### src/rtl/snes_pkg.sv
// rtl/snes_pkg.sv - shared SNES pad link constants and state encoding
// Purpose: common definitions for the SNES host-side controller and the
//          device-side pad responder (frame length, button bit indices,
//          responder state encoding).
// Ports:   none (package).
`timescale 1ns/1ps
package snes_pkg;

  localparam int SNES_FRAME_BITS = 16;

  // Button bit positions within the shifted word; bit 0 goes out first.
  localparam int BTN_B      = 0;
  localparam int BTN_Y      = 1;
  localparam int BTN_SELECT = 2;
  localparam int BTN_START  = 3;
  localparam int BTN_UP     = 4;
  localparam int BTN_DOWN   = 5;
  localparam int BTN_LEFT   = 6;
  localparam int BTN_RIGHT  = 7;
  localparam int BTN_A      = 8;
  localparam int BTN_X      = 9;
  localparam int BTN_L      = 10;
  localparam int BTN_R      = 11;
  localparam int PAD_ID_LSB = 12;

  localparam logic [1:0] ST_IDLE_ENC     = 2'd0;
  localparam logic [1:0] ST_LATCHED_ENC  = 2'd1;
  localparam logic [1:0] ST_SHIFTING_ENC = 2'd2;
  localparam logic [1:0] ST_DONE_ENC     = 2'd3;

  typedef enum logic [1:0] {
    ST_IDLE     = ST_IDLE_ENC,
    ST_LATCHED  = ST_LATCHED_ENC,
    ST_SHIFTING = ST_SHIFTING_ENC,
    ST_DONE     = ST_DONE_ENC
  } snes_state_e;

endpackage

### src/rtl/sync_edge_detect.sv
// rtl/sync_edge_detect.sv - multi-flop synchronizer with rise/fall pulses
// Purpose: brings an asynchronous pin into the clock domain and produces
//          one-cycle pulses on its synchronized rising and falling edges.
// Ports:   clock    in  system clock
//          rst      in  asynchronous active-low reset
//          i_async  in  asynchronous input pin
//          o_level  out synchronized level
//          o_rise   out one-cycle pulse on synchronized 0->1
//          o_fall   out one-cycle pulse on synchronized 1->0
`timescale 1ns/1ps
module sync_edge_detect #(
  parameter int   STAGES    = 2,
  parameter logic RESET_VAL = 1'b0
) (
  input  logic clock,
  input  logic rst,
  input  logic i_async,
  output logic o_level,
  output logic o_rise,
  output logic o_fall
);

  logic [STAGES-1:0] r_sync;
  logic              r_prev;

  // All flops reset to the line's idle level so no edge is seen on release.
  always_ff @(posedge clock or negedge rst) begin
    if (!rst) begin
      r_sync <= {STAGES{RESET_VAL}};
      r_prev <= RESET_VAL;
    end else begin
      r_sync <= {r_sync[STAGES-2:0], i_async};
      r_prev <= r_sync[STAGES-1];
    end
  end

  assign o_level = r_sync[STAGES-1];
  assign o_rise  = r_sync[STAGES-1] & ~r_prev;
  assign o_fall  = ~r_sync[STAGES-1] & r_prev;

endmodule

### src/rtl/snes_pad_responder.sv
// rtl/snes_pad_responder.sv - device-side SNES pad emulation
// Purpose: answers SNES latch/clock polling by shifting a button word out
//          on snes_data, LSB first.
// Ports:   clock       in  system clock (cpu_clock)
//          rst         in  asynchronous active-low reset
//          buttons     in  NUM_BITS active-low button word (bits 15:12 pad ID)
//          snes_latch  in  host latch, asynchronous, active-high
//          snes_clock  in  host shift clock, asynchronous, idles high
//          snes_data   out serial data to host
//          frame_done  out one-cycle pulse after the NUM_BITS-th shift
//          busy        out high while LATCHED or SHIFTING
//          poll_count  out completed frame count, wraps at 255
`timescale 1ns/1ps
module snes_pad_responder
  import snes_pkg::*;
#(
  parameter int NUM_BITS    = SNES_FRAME_BITS,
  parameter int SYNC_STAGES = 2
) (
  input  logic                clock,
  input  logic                rst,
  input  logic [NUM_BITS-1:0] buttons,
  input  logic                snes_latch,
  input  logic                snes_clock,
  output logic                snes_data,
  output logic                frame_done,
  output logic                busy,
  output logic [7:0]          poll_count
);

  localparam int CNT_W = $clog2(NUM_BITS + 1);

  logic w_latch_level, w_latch_rise, w_latch_fall;
  logic w_clk_level, w_clk_rise, w_clk_fall;
  logic w_unused_clk;

  sync_edge_detect #(.STAGES(SYNC_STAGES), .RESET_VAL(1'b0)) u_latch_sync (
    .clock   (clock),
    .rst     (rst),
    .i_async (snes_latch),
    .o_level (w_latch_level),
    .o_rise  (w_latch_rise),
    .o_fall  (w_latch_fall)
  );

  sync_edge_detect #(.STAGES(SYNC_STAGES), .RESET_VAL(1'b1)) u_clock_sync (
    .clock   (clock),
    .rst     (rst),
    .i_async (snes_clock),
    .o_level (w_clk_level),
    .o_rise  (w_clk_rise),
    .o_fall  (w_clk_fall)
  );

  assign w_unused_clk = w_clk_level | w_clk_fall;

  snes_state_e         r_state, w_state_nx;
  logic [NUM_BITS-1:0] r_shift, w_shift_nx;
  logic [CNT_W-1:0]    r_cnt, w_cnt_nx, w_cnt_inc;
  logic                r_frame_done, w_frame_done_nx;
  logic [7:0]          r_poll_count, w_poll_nx;

  always_ff @(posedge clock or negedge rst) begin
    if (!rst) begin
      r_state      <= ST_IDLE;
      r_shift      <= '1;
      r_cnt        <= '0;
      r_frame_done <= 1'b0;
      r_poll_count <= 8'd0;
    end else begin
      r_state      <= w_state_nx;
      r_shift      <= w_shift_nx;
      r_cnt        <= w_cnt_nx;
      r_frame_done <= w_frame_done_nx;
      r_poll_count <= w_poll_nx;
    end
  end

  assign w_cnt_inc = r_cnt + CNT_W'(1);

  always_comb begin
    w_state_nx      = r_state;
    w_shift_nx      = r_shift;
    w_cnt_nx        = r_cnt;
    w_frame_done_nx = 1'b0;
    w_poll_nx       = r_poll_count;
    if (w_latch_rise) begin
      // A new latch always restarts the frame, aborting any frame in progress.
      w_state_nx = ST_LATCHED;
      w_shift_nx = buttons;
      w_cnt_nx   = '0;
    end else begin
      case (r_state)
        ST_IDLE: begin
        end
        ST_LATCHED: begin
          // Keep the word live for the whole latch window; the value loaded
          // on the falling-edge cycle is the one shifted out.
          w_shift_nx = buttons;
          w_cnt_nx   = '0;
          if (w_latch_fall) begin
            w_state_nx = ST_SHIFTING;
          end
        end
        ST_SHIFTING: begin
          if (w_clk_rise && !w_latch_level) begin
            w_shift_nx = {1'b0, r_shift[NUM_BITS-1:1]};
            w_cnt_nx   = w_cnt_inc;
            if (w_cnt_inc == CNT_W'(NUM_BITS)) begin
              w_frame_done_nx = 1'b1;
              w_poll_nx       = r_poll_count + 8'd1;
              w_state_nx      = ST_DONE;
            end
          end
        end
        ST_DONE: begin
        end
        default: begin
          w_state_nx = ST_IDLE;
        end
      endcase
    end
  end

  assign snes_data  = r_shift[0];
  assign frame_done = r_frame_done;
  assign busy       = (r_state == ST_LATCHED) || (r_state == ST_SHIFTING);
  assign poll_count = r_poll_count;

endmodule
### config.mk
export PLATFORM = sky130hd
export DESIGN_NAME = snes_pad_responder
export DESIGN_NICKNAME = d
export VERILOG_FILES = /design/src/rtl/snes_pkg.sv /design/src/rtl/sync_edge_detect.sv /design/src/rtl/snes_pad_responder.sv
export SDC_FILE = /design/constraint.sdc
export NUM_CORES = 1
export LEC_CHECK = 0
export CAP_MARGIN = 20
export CORE_UTILIZATION = 55
export DETAILED_ROUTE_END_ITERATION = 10
export GPL_ROUTABILITY_DRIVEN = 0
export GPL_TIMING_DRIVEN = 0
export PLACE_DENSITY_LB_ADDON = 0.3
export SETUP_SLACK_MARGIN = 0.02
export SYNTH_ARGS = -nofsm -noshare
export SYNTH_HDL_FRONTEND = slang
export SYNTH_SLANG_ARGS = --single-unit
### constraint.sdc
create_clock -name clock -period 3.8 [get_ports clock]
set_input_delay 0.76 -clock clock [delete_from_list [all_inputs] [get_ports clock]]
set_output_delay 0.76 -clock clock [all_outputs]
set_load 0.02 [all_outputs]
==> results.ini, run 1 <==
[run_status]
outcome = completed

[routing]
firstDrtPassIters = 5
route.met2.wl_mm = 2.05
drt_iter0_drc = 56
drt-total-wl_mm = 3.84
highest_layer = met4
ant_nets = 0
vias = 1476
met3WireLength_um = 133
viasPerCell = 5.70
wl_per_cell_um = 14.8
route.detailed.drc = 0
wl_met1_mm = 1.60

[synth]
yosys.area.top_type_share_pct = 25.2
synth_ff_type = dfstp_2
synthArstFlopShare_pct = 100
ys_ff_latch = 38
ys_warn_count = 0
post-synth-top-area-cell = dfstp_2
synth_edf_count = 0
synth.avg_cell_area_sq_um = 11.3
synth_cells = 175
synth.area.top_cells = dfstp_2 (25%), dfrtp_1 (24%), mux2i_1 (8.1%)
syn_nets = 200
synth_common_cells = dfrtp_1 (19), dfstp_2 (19), mux2i_1 (16)
ys_seq_area_share_pct = 49.3
ys_types = 42
syn_area_sq_um = 1980

[cts]
insertion_delay_ns = 0.35
post_cts_buffers = 0
tritoncts = done
clkSlewWorstSetupHoldPaths_ns = 0.10
cts_resized = 0
clk_path_buf_depth = 2
h-tree-depth = 2
clkSinkCount = 38
cts_made_buffers = 5
root_buffer = clkbuf_4
cts_hold_buffers = 0

[sta]
rsz0062_at_grt = no
fmax_mhz = 384
tns_ns = 0
setup_slack_ns = 1.20
slew_viol_final = 0
fin_skew_ns = 0.00928
tightest_slew_ns = 0.814
hold_viol_final = 0
finalSetupViolCount = 0
relSlewSlack_pct = 45.8
fin_crit_sh_pct = 68.5
period_needed_ns = 2.60

[placed_design]
hpwl_mm = 2.83
portBuffers = 30
pre_cts_ws_ns = 1.59
placed_cells = 251

[floorplanning]
initial_utilization_pct = 58.4
die_w_um = 62.0
ioPinCount = 31
die-area_sq_um = 3840
coreArea_sq_um = 3390
fp-row-count = 21
die_h_um = 62.0

[global_routing]
grt_usage_pct = 21.8
grt_max_degree = 39
antenna_found_initial = 0
first_global_vias = 1356
gr-total-overflow = 0
grt_pass1_wl_mm = 5.96

[critical_path]
endpoint_kind = output pin
arrival_ns = 1.84
crit_type = flop to output pin
cp-start-kind = flop
cp.required_ns = 3.04
path_common_cell = inv_1
critPathTopFamily = buffers and inverters
cp_slowest_stage_delay_ns = 0.59
crit_fanout = 4
crit_buf_inv = 3
slowest_stage = clkdlybuf4s50_1
path_cells = inv_1, ha_1, inv_1, clkdlybuf4s50_1

[power]
powerDensity_nw_per_um2 = 623
leakage_nw = 1.07
p_total_mw = 1.49
ir_worst_vdd_v = 0.000400

[finish]
drive_gt1_share_pct = 23.0
diodes = 0
fin_cells = 259
syn_to_final_growth_pct = 20.8
nets = 237
n_fill_cell = 252

[run]
maxCapViolCount = 0

[min_path]
hold_class = flop to flop

[layout make-up]
| type | count | area, sq um | area share (%) |
|---|---|---|---|
| sequential | 38 | 975 | 40.8 |
| inverter | 7 | 26.3 | 1.10 |
| clock buffer | 8 | 58.8 | 2.46 |
| tap | 46 | 57.6 | 2.41 |
| buffer | 10 | 85.1 | 3.56 |
| multi-input combinational | 120 | 892 | 37.3 |
| timing repair buffer | 30 | 295 | 12.4 |
[placed cells by master (no fill, tap or decap), types with 3 or more instances in the layout]
master	Yosys	final
nand4_1	5	5
ha_1	5	5
dfrtp_1	19	19
nor3_1	15	15
buf_6	3	3
clkbuf_1	1	3
nor2_1	4	4
nand3_1	5	5
clkdlybuf4s50_1	0	29
buf_2	4	5
and3_1	3	3
nand2b_1	3	3
dfstp_2	19	19
o22ai_1	3	3
mux2i_1	16	16
o21ai_0	3	3
a21oi_2	11	11
a211oi_1	4	4
clkbuf_4	0	5
xor2_1	4	4
xnor2_1	3	3
inv_1	7	7
nand2_1	4	4
a21oi_1	7	7
[through the flow]
stage | util, % | area (sq um) | hold WS [ns]
floorplan | - | 1980 | 0.331
global placement | 68.9 | 2340 | 0.332
detailed placement | 68.8 | 2330 | 0.345
CTS | 70.5 | 2390 | 0.366
global route | 70.5 | 2390 | 0.375
finish | 70.5 | 2390 | 0.364
[power by group]
group	leakage (nW)	total (mW)	switching, mW	internal (mW)
clock network	0.0326	0.216	0.125	0.0913
registers	0.456	0.630	0.0612	0.568
logic	0.583	0.642	0.349	0.293
total	1.07	1.49	0.536	0.953
[worst paths after layout]
path,from,end,slack [ns],cells past startpoint
worst max-delay path,r_state[0],busy,1.20,4
worst min-delay path,u_clock_sync.r_sync[0],u_clock_sync.r_sync[1],0.36,0
worst max register to register,r_state[0],poll_count[5],1.94,8
worst min register to register,u_clock_sync.r_sync[0],u_clock_sync.r_sync[1],0.36,0
max in group asynchronous,rst,r_cnt[0],2.79,1
min in group asynchronous,rst,poll_count[2],0.49,1
[per-layer routing]
metal  up-vias  GRT usage [%]
li1        721              -
met1       716           24.3
met2        32           39.7
met3         7           6.21
met4         0           7.62
met5         -              0
[logic make-up after synthesis]
group	share of synthesized area, %
compound gates	15.5
xor+xnor	3.10
mux	8.67
flops	49.3
buf+inv	5.63
simple gates	14.7
fa+ha+maj	3.16
[state kept, by name (all words and copies together) (netlist names)]
register / cells
r_state: 2
u_clock_sync.r_sync: 2
u_latch_sync.r_sync: 2
r_shift: 16
poll_count: 8
u_latch_sync.r_prev: 1
r_cnt: 5
frame_done: 1
u_clock_sync.r_prev: 1
Note: power is estimated with default switching activity, not from simulation.
==> run 2: changes to the inputs <==
Settings changed: CORE_UTILIZATION 55 to 53.
Clock period 3.8 ns to 2.5 ns, I/O delays scaled along.
==> results.ini, run 2 (synthesized netlist as in run 1, its figures left out) <==
[sta]
slew_viol_final = 0
hold_viol_final = 0
relSlewSlack_pct = 44.5
period_needed_ns = 2.28
fin_crit_sh_pct = 91.2
fmax_mhz = 439
fin_skew_ns = 0.00881
tightest_slew_ns = 0.833
rsz0062_at_grt = no
whs_ns = 0.310
tns_ns = 0
finalSetupViolCount = 0

[run]
maxCapViolCount = 0

[global_routing]
grt_pass1_wl_mm = 6.62
grt_usage_pct = 22.0
antenna_found_initial = 0
gr-total-overflow = 0
first_global_vias = 1422
grt_max_degree = 39

[run_status]
outcome = completed

[routing]
vias = 1499
drt_iter0_drc = 51
drt-total-wl_mm = 3.89
wl_per_cell_um = 15.0
viasPerCell = 5.79
firstDrtPassIters = 4
route.detailed.drc = 0
ant_nets = 0

[finish]
final_common_cell = clkdlybuf4s50_1
n_fill_cell = 255
final_cell_mix = clkdlybuf4s50_1 (29), dfrtp_1 (19), dfstp_2 (19)
drive_gt1_share_pct = 23.5
nets = 237
syn_to_final_growth_pct = 22.5
largest_reg_flops = 16
fin_cells = 259
diodes = 0
regMostFlops = r_shift

[critical_path]
crit_fanout = 4
reg2reg_depth = 5
critPathCapture = busy
cp.required_ns = 2.00
r2r_start = r_cnt[0]
r2r-end = poll_count[1]
cp-start-kind = flop
crit_type = flop to output pin
arrival_ns = 1.78
reg2reg_slack_ns = 0.64
crit_path_start = r_state[0]
endpoint_kind = output pin

[cts]
clkSinkCount = 38
cts_hold_buffers = 0
cts_resized = 0
clk_path_buf_depth = 2
root_buffer = clkbuf_8
clkSlewWorstSetupHoldPaths_ns = 0.07
insertion_delay_ns = 0.29
cts_made_buffers = 5
tritoncts = done
h-tree-depth = 2
post_cts_buffers = 0

[power]
powerDensity_nw_per_um2 = 973
leakage_nw = 1.09
ir_worst_vdd_v = 0.000559
p_total_mw = 2.36

[floorplanning]
ioPinCount = 31
die-area_sq_um = 3980
fp-row-count = 21
coreArea_sq_um = 3440
initial_utilization_pct = 57.5
die_h_um = 63.1
die_w_um = 63.1

[placed_design]
portBuffers = 30
placed_cells = 251
hpwl_mm = 2.71

[min_path]
hold_class = input pin to asynchronous set/reset pin

[run 2: critical path, stage by stage, from the launching register on]
cell and delay [ns]:
dfrtp_1 0.39, inv_1 0.08, ha_1 0.36, inv_1 0.07, clkdlybuf4s50_1 0.59
[run 2: worst min path at each step]
| stage | depth (start not counted) | endpoint |
|---|---|---|
| after floorplan | 0 | frame_done |
| after global placement | 0 | u_latch_sync.r_sync[1] |
| after detailed placement | 0 | u_latch_sync.r_sync[1] |
| after CTS | 1 | r_cnt[3] |
| after global routing | 1 | poll_count[7] |
| final | 1 | poll_count[3] |
[run 2: metal layers]
| layer | global-route usage, % | vias to the layer above | part of all wire (%) | routed length, um |
|---|---|---|---|---|
| met5 | 0 | - | 0 | 0 |
| met4 | 7.56 | 0 | 1.4 | 54 |
| met3 | 6.34 | 7 | 3.7 | 144 |
| met2 | 36.2 | 33 | 49 | 1920 |
| met1 | 27.5 | 742 | 46 | 1770 |
| li1 | - | 717 | - | - |
[run 2: final cells by class]
cell class                      count  area (sq um)  share of cell area [%]
Timing Repair Buffer               30           295                    12.2
Clock buffer                        7          86.3                    3.56
Sequential cell                    38           975                    40.2
Buffer                             10          85.1                    3.51
Tap cell                           46          57.6                    2.38
Clock inverter                      1          5.00                   0.207
Multi-Input combinational cell    120           892                    36.8
Inverter                            7          26.3                    1.08
[run 2: per-stage QoR]
stage	setup WS [ns]	cell area (sq um)	util, %
floorplan	0.790	1980	-
detailed placement	0.537	2330	67.7
global route	0.141	2420	70.4
finish	0.221	2420	70.4
CTS	0.213	2420	70.4
global placement	0.152	2340	67.9
[run 2: power by group]
group	internal, mW	switching (mW)	total, mW	leakage [nW]
logic	0.445	0.530	0.975	0.583
clock network	0.222	0.202	0.424	0.0482
registers	0.865	0.0917	0.956	0.456
total	1.53	0.824	2.36	1.09
